===== src/rtl/tap_controller_if.sv =====
`default_nettype none
// ============================================================================
// Module      : tap_controller_if
// Description : TAP mode/data inputs and the decoded strobes plus IR outputs
//               that feed the instruction decoder and DR-path logic.
// Revision    : 1.0 - initial release
// ============================================================================
interface tap_controller_if #(
    parameter int IR_WIDTH = 4
);
    logic                TMS;
    logic                TDI;
    logic [IR_WIDTH-1:0] LATCH_IR;
    logic                TDO_IR;
    logic                TDO_SEL_IR;
    logic                CAPTURE_DR;
    logic                SHIFT_DR;
    logic                UPDATE_DR;
    logic                RUN_IDLE;
    logic                TAP_RESET;

    modport master (
        output TMS, TDI,
        input  LATCH_IR, TDO_IR, TDO_SEL_IR, CAPTURE_DR, SHIFT_DR,
               UPDATE_DR, RUN_IDLE, TAP_RESET
    );

    modport slave (
        input  TMS, TDI,
        output LATCH_IR, TDO_IR, TDO_SEL_IR, CAPTURE_DR, SHIFT_DR,
               UPDATE_DR, RUN_IDLE, TAP_RESET
    );
endinterface
`default_nettype wire


===== src/rtl/tap_controller.sv =====
`default_nettype none
// ============================================================================
// Module      : tap_controller
// Description : IEEE 1149.1 TAP state machine with instruction register
//               capture/shift/update path and decoded DR strobes.
// Revision    : 1.0 - initial release
// ============================================================================
module tap_controller #(
    parameter int                  IR_WIDTH   = 4,
    parameter logic [IR_WIDTH-1:0] IR_CAPTURE = IR_WIDTH'(1),
    parameter logic [IR_WIDTH-1:0] IR_RESET   = IR_WIDTH'(7)
) (
    input  wire logic          TCK,
    input  wire logic          RST,
    tap_controller_if.slave    bus
);

    typedef logic [3:0] state_t;

    localparam state_t S_TLR      = 4'd0;
    localparam state_t S_RTI      = 4'd1;
    localparam state_t S_SEL_DR   = 4'd2;
    localparam state_t S_CAP_DR   = 4'd3;
    localparam state_t S_SH_DR    = 4'd4;
    localparam state_t S_EX1_DR   = 4'd5;
    localparam state_t S_PAUSE_DR = 4'd6;
    localparam state_t S_EX2_DR   = 4'd7;
    localparam state_t S_UPD_DR   = 4'd8;
    localparam state_t S_SEL_IR   = 4'd9;
    localparam state_t S_CAP_IR   = 4'd10;
    localparam state_t S_SH_IR    = 4'd11;
    localparam state_t S_EX1_IR   = 4'd12;
    localparam state_t S_PAUSE_IR = 4'd13;
    localparam state_t S_EX2_IR   = 4'd14;
    localparam state_t S_UPD_IR   = 4'd15;

    state_t              r_state;
    state_t              w_next;
    logic [IR_WIDTH-1:0] r_ir_shift;
    logic [IR_WIDTH-1:0] r_latch_ir;

    always_ff @(posedge TCK) begin
        if (RST) begin
            r_state <= S_TLR;
        end else begin
            r_state <= w_next;
        end
    end

    always_comb begin
        w_next = r_state;
        case (r_state)
            S_TLR:      w_next = bus.TMS ? S_TLR      : S_RTI;
            S_RTI:      w_next = bus.TMS ? S_SEL_DR   : S_RTI;
            S_SEL_DR:   w_next = bus.TMS ? S_SEL_IR   : S_CAP_DR;
            S_CAP_DR:   w_next = bus.TMS ? S_EX1_DR   : S_SH_DR;
            S_SH_DR:    w_next = bus.TMS ? S_EX1_DR   : S_SH_DR;
            S_EX1_DR:   w_next = bus.TMS ? S_UPD_DR   : S_PAUSE_DR;
            S_PAUSE_DR: w_next = bus.TMS ? S_EX2_DR   : S_PAUSE_DR;
            S_EX2_DR:   w_next = bus.TMS ? S_UPD_DR   : S_SH_DR;
            S_UPD_DR:   w_next = bus.TMS ? S_SEL_DR   : S_RTI;
            S_SEL_IR:   w_next = bus.TMS ? S_TLR      : S_CAP_IR;
            S_CAP_IR:   w_next = bus.TMS ? S_EX1_IR   : S_SH_IR;
            S_SH_IR:    w_next = bus.TMS ? S_EX1_IR   : S_SH_IR;
            S_EX1_IR:   w_next = bus.TMS ? S_UPD_IR   : S_PAUSE_IR;
            S_PAUSE_IR: w_next = bus.TMS ? S_EX2_IR   : S_PAUSE_IR;
            S_EX2_IR:   w_next = bus.TMS ? S_UPD_IR   : S_SH_IR;
            S_UPD_IR:   w_next = bus.TMS ? S_SEL_DR   : S_RTI;
            default:    w_next = S_TLR;
        endcase
    end

    // IR actions key off the state being left, so a new instruction appears
    // together with RTI/Select-DR.
    always_ff @(posedge TCK) begin
        if (RST) begin
            r_ir_shift <= IR_CAPTURE;
            r_latch_ir <= IR_RESET;
        end else begin
            case (r_state)
                S_CAP_IR: r_ir_shift <= IR_CAPTURE;
                S_SH_IR:  r_ir_shift <= {bus.TDI, r_ir_shift[IR_WIDTH-1:1]};
                S_UPD_IR: r_latch_ir <= r_ir_shift;
                S_TLR:    r_latch_ir <= IR_RESET;
                default:  ;
            endcase
        end
    end

    assign bus.LATCH_IR   = r_latch_ir;
    assign bus.TDO_IR     = r_ir_shift[0];
    assign bus.TDO_SEL_IR = (r_state == S_SH_IR);
    assign bus.CAPTURE_DR = (r_state == S_CAP_DR);
    assign bus.SHIFT_DR   = (r_state == S_SH_DR);
    assign bus.UPDATE_DR  = (r_state == S_UPD_DR);
    assign bus.RUN_IDLE   = (r_state == S_RTI);
    assign bus.TAP_RESET  = (r_state == S_TLR);

endmodule
`default_nettype wire

===== src/flat_wrapper.sv =====
// flat-port wrapper written by rule: the top's interface ports become plain ports
module tap_controller_flat 
#(
    parameter int                  IR_WIDTH   = 4,
    parameter logic [IR_WIDTH-1:0] IR_CAPTURE = IR_WIDTH'(1),
    parameter logic [IR_WIDTH-1:0] IR_RESET   = IR_WIDTH'(7)
)
  (TCK, RST, bus_TMS, bus_TDI, bus_LATCH_IR, bus_TDO_IR, bus_TDO_SEL_IR, bus_CAPTURE_DR, bus_SHIFT_DR, bus_UPDATE_DR, bus_RUN_IDLE, bus_TAP_RESET);
  tap_controller_if #(.IR_WIDTH(IR_WIDTH)) bus_i ();
  input  wire logic TCK;
  input  wire logic RST;
  input wire logic [$bits(bus_i.TMS)-1:0] bus_TMS;
  input wire logic [$bits(bus_i.TDI)-1:0] bus_TDI;
  output wire logic [$bits(bus_i.LATCH_IR)-1:0] bus_LATCH_IR;
  output wire logic [$bits(bus_i.TDO_IR)-1:0] bus_TDO_IR;
  output wire logic [$bits(bus_i.TDO_SEL_IR)-1:0] bus_TDO_SEL_IR;
  output wire logic [$bits(bus_i.CAPTURE_DR)-1:0] bus_CAPTURE_DR;
  output wire logic [$bits(bus_i.SHIFT_DR)-1:0] bus_SHIFT_DR;
  output wire logic [$bits(bus_i.UPDATE_DR)-1:0] bus_UPDATE_DR;
  output wire logic [$bits(bus_i.RUN_IDLE)-1:0] bus_RUN_IDLE;
  output wire logic [$bits(bus_i.TAP_RESET)-1:0] bus_TAP_RESET;
  assign bus_i.TMS = bus_TMS;
  assign bus_i.TDI = bus_TDI;
  assign bus_LATCH_IR = bus_i.LATCH_IR;
  assign bus_TDO_IR = bus_i.TDO_IR;
  assign bus_TDO_SEL_IR = bus_i.TDO_SEL_IR;
  assign bus_CAPTURE_DR = bus_i.CAPTURE_DR;
  assign bus_SHIFT_DR = bus_i.SHIFT_DR;
  assign bus_UPDATE_DR = bus_i.UPDATE_DR;
  assign bus_RUN_IDLE = bus_i.RUN_IDLE;
  assign bus_TAP_RESET = bus_i.TAP_RESET;
  tap_controller #(.IR_WIDTH(IR_WIDTH), .IR_CAPTURE(IR_CAPTURE), .IR_RESET(IR_RESET)) u_core (.TCK(TCK), .RST(RST), .bus(bus_i));
endmodule

===== config.mk =====
export PLATFORM = sky130hd
export DESIGN_NAME = tap_controller_flat
export DESIGN_NICKNAME = d
export VERILOG_FILES = /design/src/rtl/tap_controller_if.sv /design/src/rtl/tap_controller.sv /design/src/flat_wrapper.sv
export SDC_FILE = /design/constraint.sdc
export NUM_CORES = 1
export LEC_CHECK = 0
export CORE_MARGIN = 5
export CORE_UTILIZATION = 50
export CTS_BUF_LIST = sky130_fd_sc_hd__clkbuf_4
export DETAILED_ROUTE_END_ITERATION = 10
export GPL_ROUTABILITY_DRIVEN = 0
export PLACE_DENSITY = 0.86
export SKIP_CTS_REPAIR_TIMING = 1
export SYNTH_ARGS = -nofsm -noshare
export SYNTH_HDL_FRONTEND = slang
export SYNTH_SLANG_ARGS = --single-unit

===== constraint.sdc =====
create_clock -name TCK -period 1.7 [get_ports TCK]
set_clock_uncertainty 0.2 [all_clocks]
set_input_delay 0.17 -clock TCK [delete_from_list [all_inputs] [get_ports TCK]]
set_output_delay 0.17 -clock TCK [all_outputs]
set_load 0.1 [all_outputs]

# Word level (Yosys, flattened, before mapping)
# Cells that the tools add are included.
[op_classes] mux=15 eq_ne=15 n_reduce_logical=6
[op_table] cell="$pmux W4 S12" n=1
[op_table] cell="$eq A4 B4 Y1 const B" n=8
[op_table] cell="$eq A4 B3 Y1 const B" n=4
[op_table] cell="$mux W4" n=4
[op_table] cell="$pmux W4 S2" n=2
[op_table] cell="$eq A4 B2 Y1 const B" n=2
[op_table] cell="$mux W2" n=3
[op_table] cell="$mux W3" n=2
[op_table] cell="$eq A4 B1 Y1 const B" n=1
[op_table] cell="$logic_not A4 Y1" n=1
[op_table] cell="$reduce_bool A2 Y1" n=2
[op_table] cell="$reduce_or A2 Y1" n=2
[op_table] cell="$mux W1" n=3
[op_table] cell="$reduce_or A3 Y1" n=1
[word_totals] wordCells=39 input_bits=4 output_inout_bits=11 regBits=12

# Depth between registers and ports, before layout
[depth] ltp_word=3 ltp_mapped=5 ltp_nobuf=3

# Worst setup path after synthesis
# No wires, ideal clock.
[synth_path] path_kind="register to output" startpoint="register u_core.r_state[0]" endpoint="output bus_RUN_IDLE" stages_incl_launch_ff=4 arrival_time_ps=3487 path_buffers=1 setup_slack_ps=-2157 cell_sequence="dfxtp_1 buf_2 inv_1 nor4_1"
[synth_via] elab_chain_cells=1
[synth_lines] item="start, declared" line_no="tap_controller.sv:37" text="state_t r_state;"
[synth_lines] item="start signal, assigned" line_no="tap_controller.sv:46" text="r_state <= w_next;"
[synth_lines] item="$eq A4 B1 Y1" line_no="tap_controller.sv:96" text="assign bus.RUN_IDLE = (r_state == S_RTI);"
[synth_lines] item="end, declared" line_no="flat_wrapper.sv:20" text="output wire logic [$bits(bus_i.RUN_IDLE)-1:0] bus_RUN_IDLE;"
# No other way between the ends.

# Final worst setup path
[layout_path] startpoint="register u_core.r_state[1]" endpoint="output bus_TAP_RESET"
[layout_via] elab_chain_cells=1
[layout_lines] item="$logic_not A4 Y1" line_no="tap_controller.sv:97" text="assign bus.TAP_RESET = (r_state == S_TLR);"
[layout_lines] item="end, declared" line_no="flat_wrapper.sv:21" text="output wire logic [$bits(bus_i.TAP_RESET)-1:0] bus_TAP_RESET;"
# No other way between the ends.

==> metrics <==
CP Max Fanout=17; Post-Synthesis Cells=86; Worst-path clk slew=80 ps; r2r worst-path depth=5; clock tree sinks=12; GRT Util Overall=16.85%; Antenna Nets Post-Route=0; First DRT Iteration DRCs=12; Compound-Gate Fraction of Synth Area=17.71%; pin count of the biggest net entering global routing=18; Seq cells post-synth=12; gr ovfl total=0; launch point of the worst hold path=u_core.r_ir_shift[3]; largest family of logic cells by synthesized area=simple AND/OR/NAND/NOR gates; unrepaired setup endpoints after global routing=yes; later-pin clock latency in the skew report=270 ps; Placed Cells=115; vias per std cell=5.826; worst vdd rail ir drop=0.0007137 V; TritonCTS clock tree=yes; Hold EP=u_core.r_ir_shift[3]; Min Clock Period, post-route=1667 ps; pwr dens=581.1 nW/um^2; final max-slew violation count=0; die outline height=46.25 um; Worst Path Arrival=1300 ps; core footprint=1269 um^2; RR Startpoint=u_core.r_state[2]; WL per Instance=13.90 um; reg-to-reg endpoint=u_core.r_state[1]; Final Setup Violations=0; antenna cells=0; post-DP HPWL=1168 um; leakage power=0.4567 nW; H-Tree Depth=1; Synth cell types=27; Power, Total=605.7 uW; DR pass1 iterations=4; mux cell area share after synthesis=1.524%; global-route wire length before repair=2608 um; Startpoint Class=flop; fmax=599.9 MHz; Async SR Flop Fraction=0%; crit end category=output port; R2R setup slack=230 ps; Num CTS Buffers=3; Post-synth EDFFs=0; initial core utilization=51.78%; Hold Vio Cnt, Final=0; nets@finish=111; drt drc=0; CP required=1330 ps; initial antenna violation count=0; full die area=2139 um^2; Root Driver=clkbuf_4; Max-slew headroom=77.12%; I/O Pins=15; setup_tns=0 ps; total number of vias=705; Final period util=98.06%; main flop type after synthesis=dfxtp_1; status=finished clean; xor and xnor fraction of the mapped netlist area=1.333%; Setup Crit Path Kind=reg2out; Routed WL=1682 um; Site Rows=13; Synth Cell Area=656.9 um^2; hold slack=280.1 ps; maxcap violations=0; class of the worst hold path=reg2reg; share of layout cells above drive strength 1=30.19%; port bufs=14; Hold Crit Depth=2; post-synthesis adder-cell area fraction=0%; Layout Cells excl Fill=121; clk buf depth=2; Slew @ Worst Pin=340.6 ps; syn nets=90; Avg Cell Area, Syn=7.638 um^2; register area share after synthesis=36.57%; simple-gate share of the synthesized area=34.86%; area grow syn2layout=58.67%; vias in the first global route=598; YS warnings=0; Die Wd=46.25 um
[kinds of logic after synthesis]
kind of cell | after synthesis
flip-flops | 12
multiplexers | 1
XOR/XNOR | 1
AND/OR/NAND/NOR | 43
buffers and inverters | 10
AO/OA/AOI/OAI | 19
[worst max path at each step]
stage	end	slack, ps	startpoint
2_1_floorplan	u_core.bus.LATCH_IR[0]	-390	u_core.r_state[0]
3_3_place_gp	u_core.r_state[1]	110	bus_TMS
3_5_place_dp	u_core.r_state[0]	60	bus_TMS
4_1_cts	bus_RUN_IDLE	-170	u_core.r_state[0]
5_1_grt	bus_TAP_RESET	-10	u_core.r_state[1]
6_report	bus_TAP_RESET	30	u_core.r_state[1]
[final cells by class]
type / count / area, um^2
Multi-Input combinational cell: 64 / 400.4
Timing Repair Buffer: 23 / 330.3
Sequential cell: 12 / 255.2
Fill cell: 72 / 226.5
Clock buffer: 3 / 22.52
Tap cell: 15 / 18.77
Inverter: 3 / 11.26
Clock inverter: 1 / 3.754
[state kept, by name (all words and copies together) (netlist names)]
| signal | flops |
|---|---|
| u_core.r_state | 4 |
| u_core.r_ir_shift | 4 |
| u_core.bus.LATCH_IR | 4 |
[routing by layer]
metal	vias to the layer above	routed length, um	GRT usage, %	share of wire (%)
li1	347	-	-	-
met1	339	793	22.48	47
met2	19	812	26.10	48
met3	0	77	5.859	4.6
met4	0	0	3.409	0
met5	-	0	0	0
[cells in the mapped netlist (2+ instances only)]
cell type | count | area [um^2]
dfxtp_1 | 12 | 240.2
nand3_1 | 10 | 50.05
nand2_1 | 8 | 30.03
nor2_1 | 8 | 30.03
a21oi_1 | 6 | 30.03
o21ai_0 | 5 | 25.02
and3_1 | 4 | 25.02
a31oi_1 | 3 | 18.77
buf_2 | 3 | 15.01
buf_4 | 3 | 22.52
inv_1 | 3 | 11.26
nand2b_1 | 3 | 18.77
a221oi_1 | 2 | 17.52
nor3_1 | 2 | 10.01
o21bai_1 | 2 | 15.01
[cell usage in the layout, fill, tap and decap left out, types with 3 or more instances in the layout]
cell / count
clkdlybuf4s50_1: 3
a21oi_1: 6
inv_1: 3
nand2_1: 8
o21ai_0: 5
nand3_1: 10
dfxtp_1: 8
clkbuf_4: 3
nor2_1: 7
dfxtp_4: 4
nand2b_1: 3
a31oi_1: 3
buf_4: 6
buf_12: 11
[power breakdown]
group | leakage (nW) | switching, mW | internal (mW)
logic | 0.341 | 0.0816 | 0.0550
registers | 0.100 | 0.0124 | 0.281
clock network | 0.0154 | 0.0909 | 0.0849
total | 0.457 | 0.185 | 0.421
[stage by stage]
step	instance area, um^2	worst slack, ps	util (%)
2_1_floorplan	699.4	-388.8	-
3_3_place_gp	973.4	109.6	76.73
3_5_place_dp	973.4	58.00	76.73
4_1_cts	999.7	-168.4	78.80
5_1_grt	1042	-11.41	82.15
6_report	1042	32.95	82.15
[critical path, cell delays in order (launching register included)]
cell	delay, ps
dfxtp_4	420
nor4_4	380
buf_12	220
No activity file was read; power rests on OpenSTA's default activity.
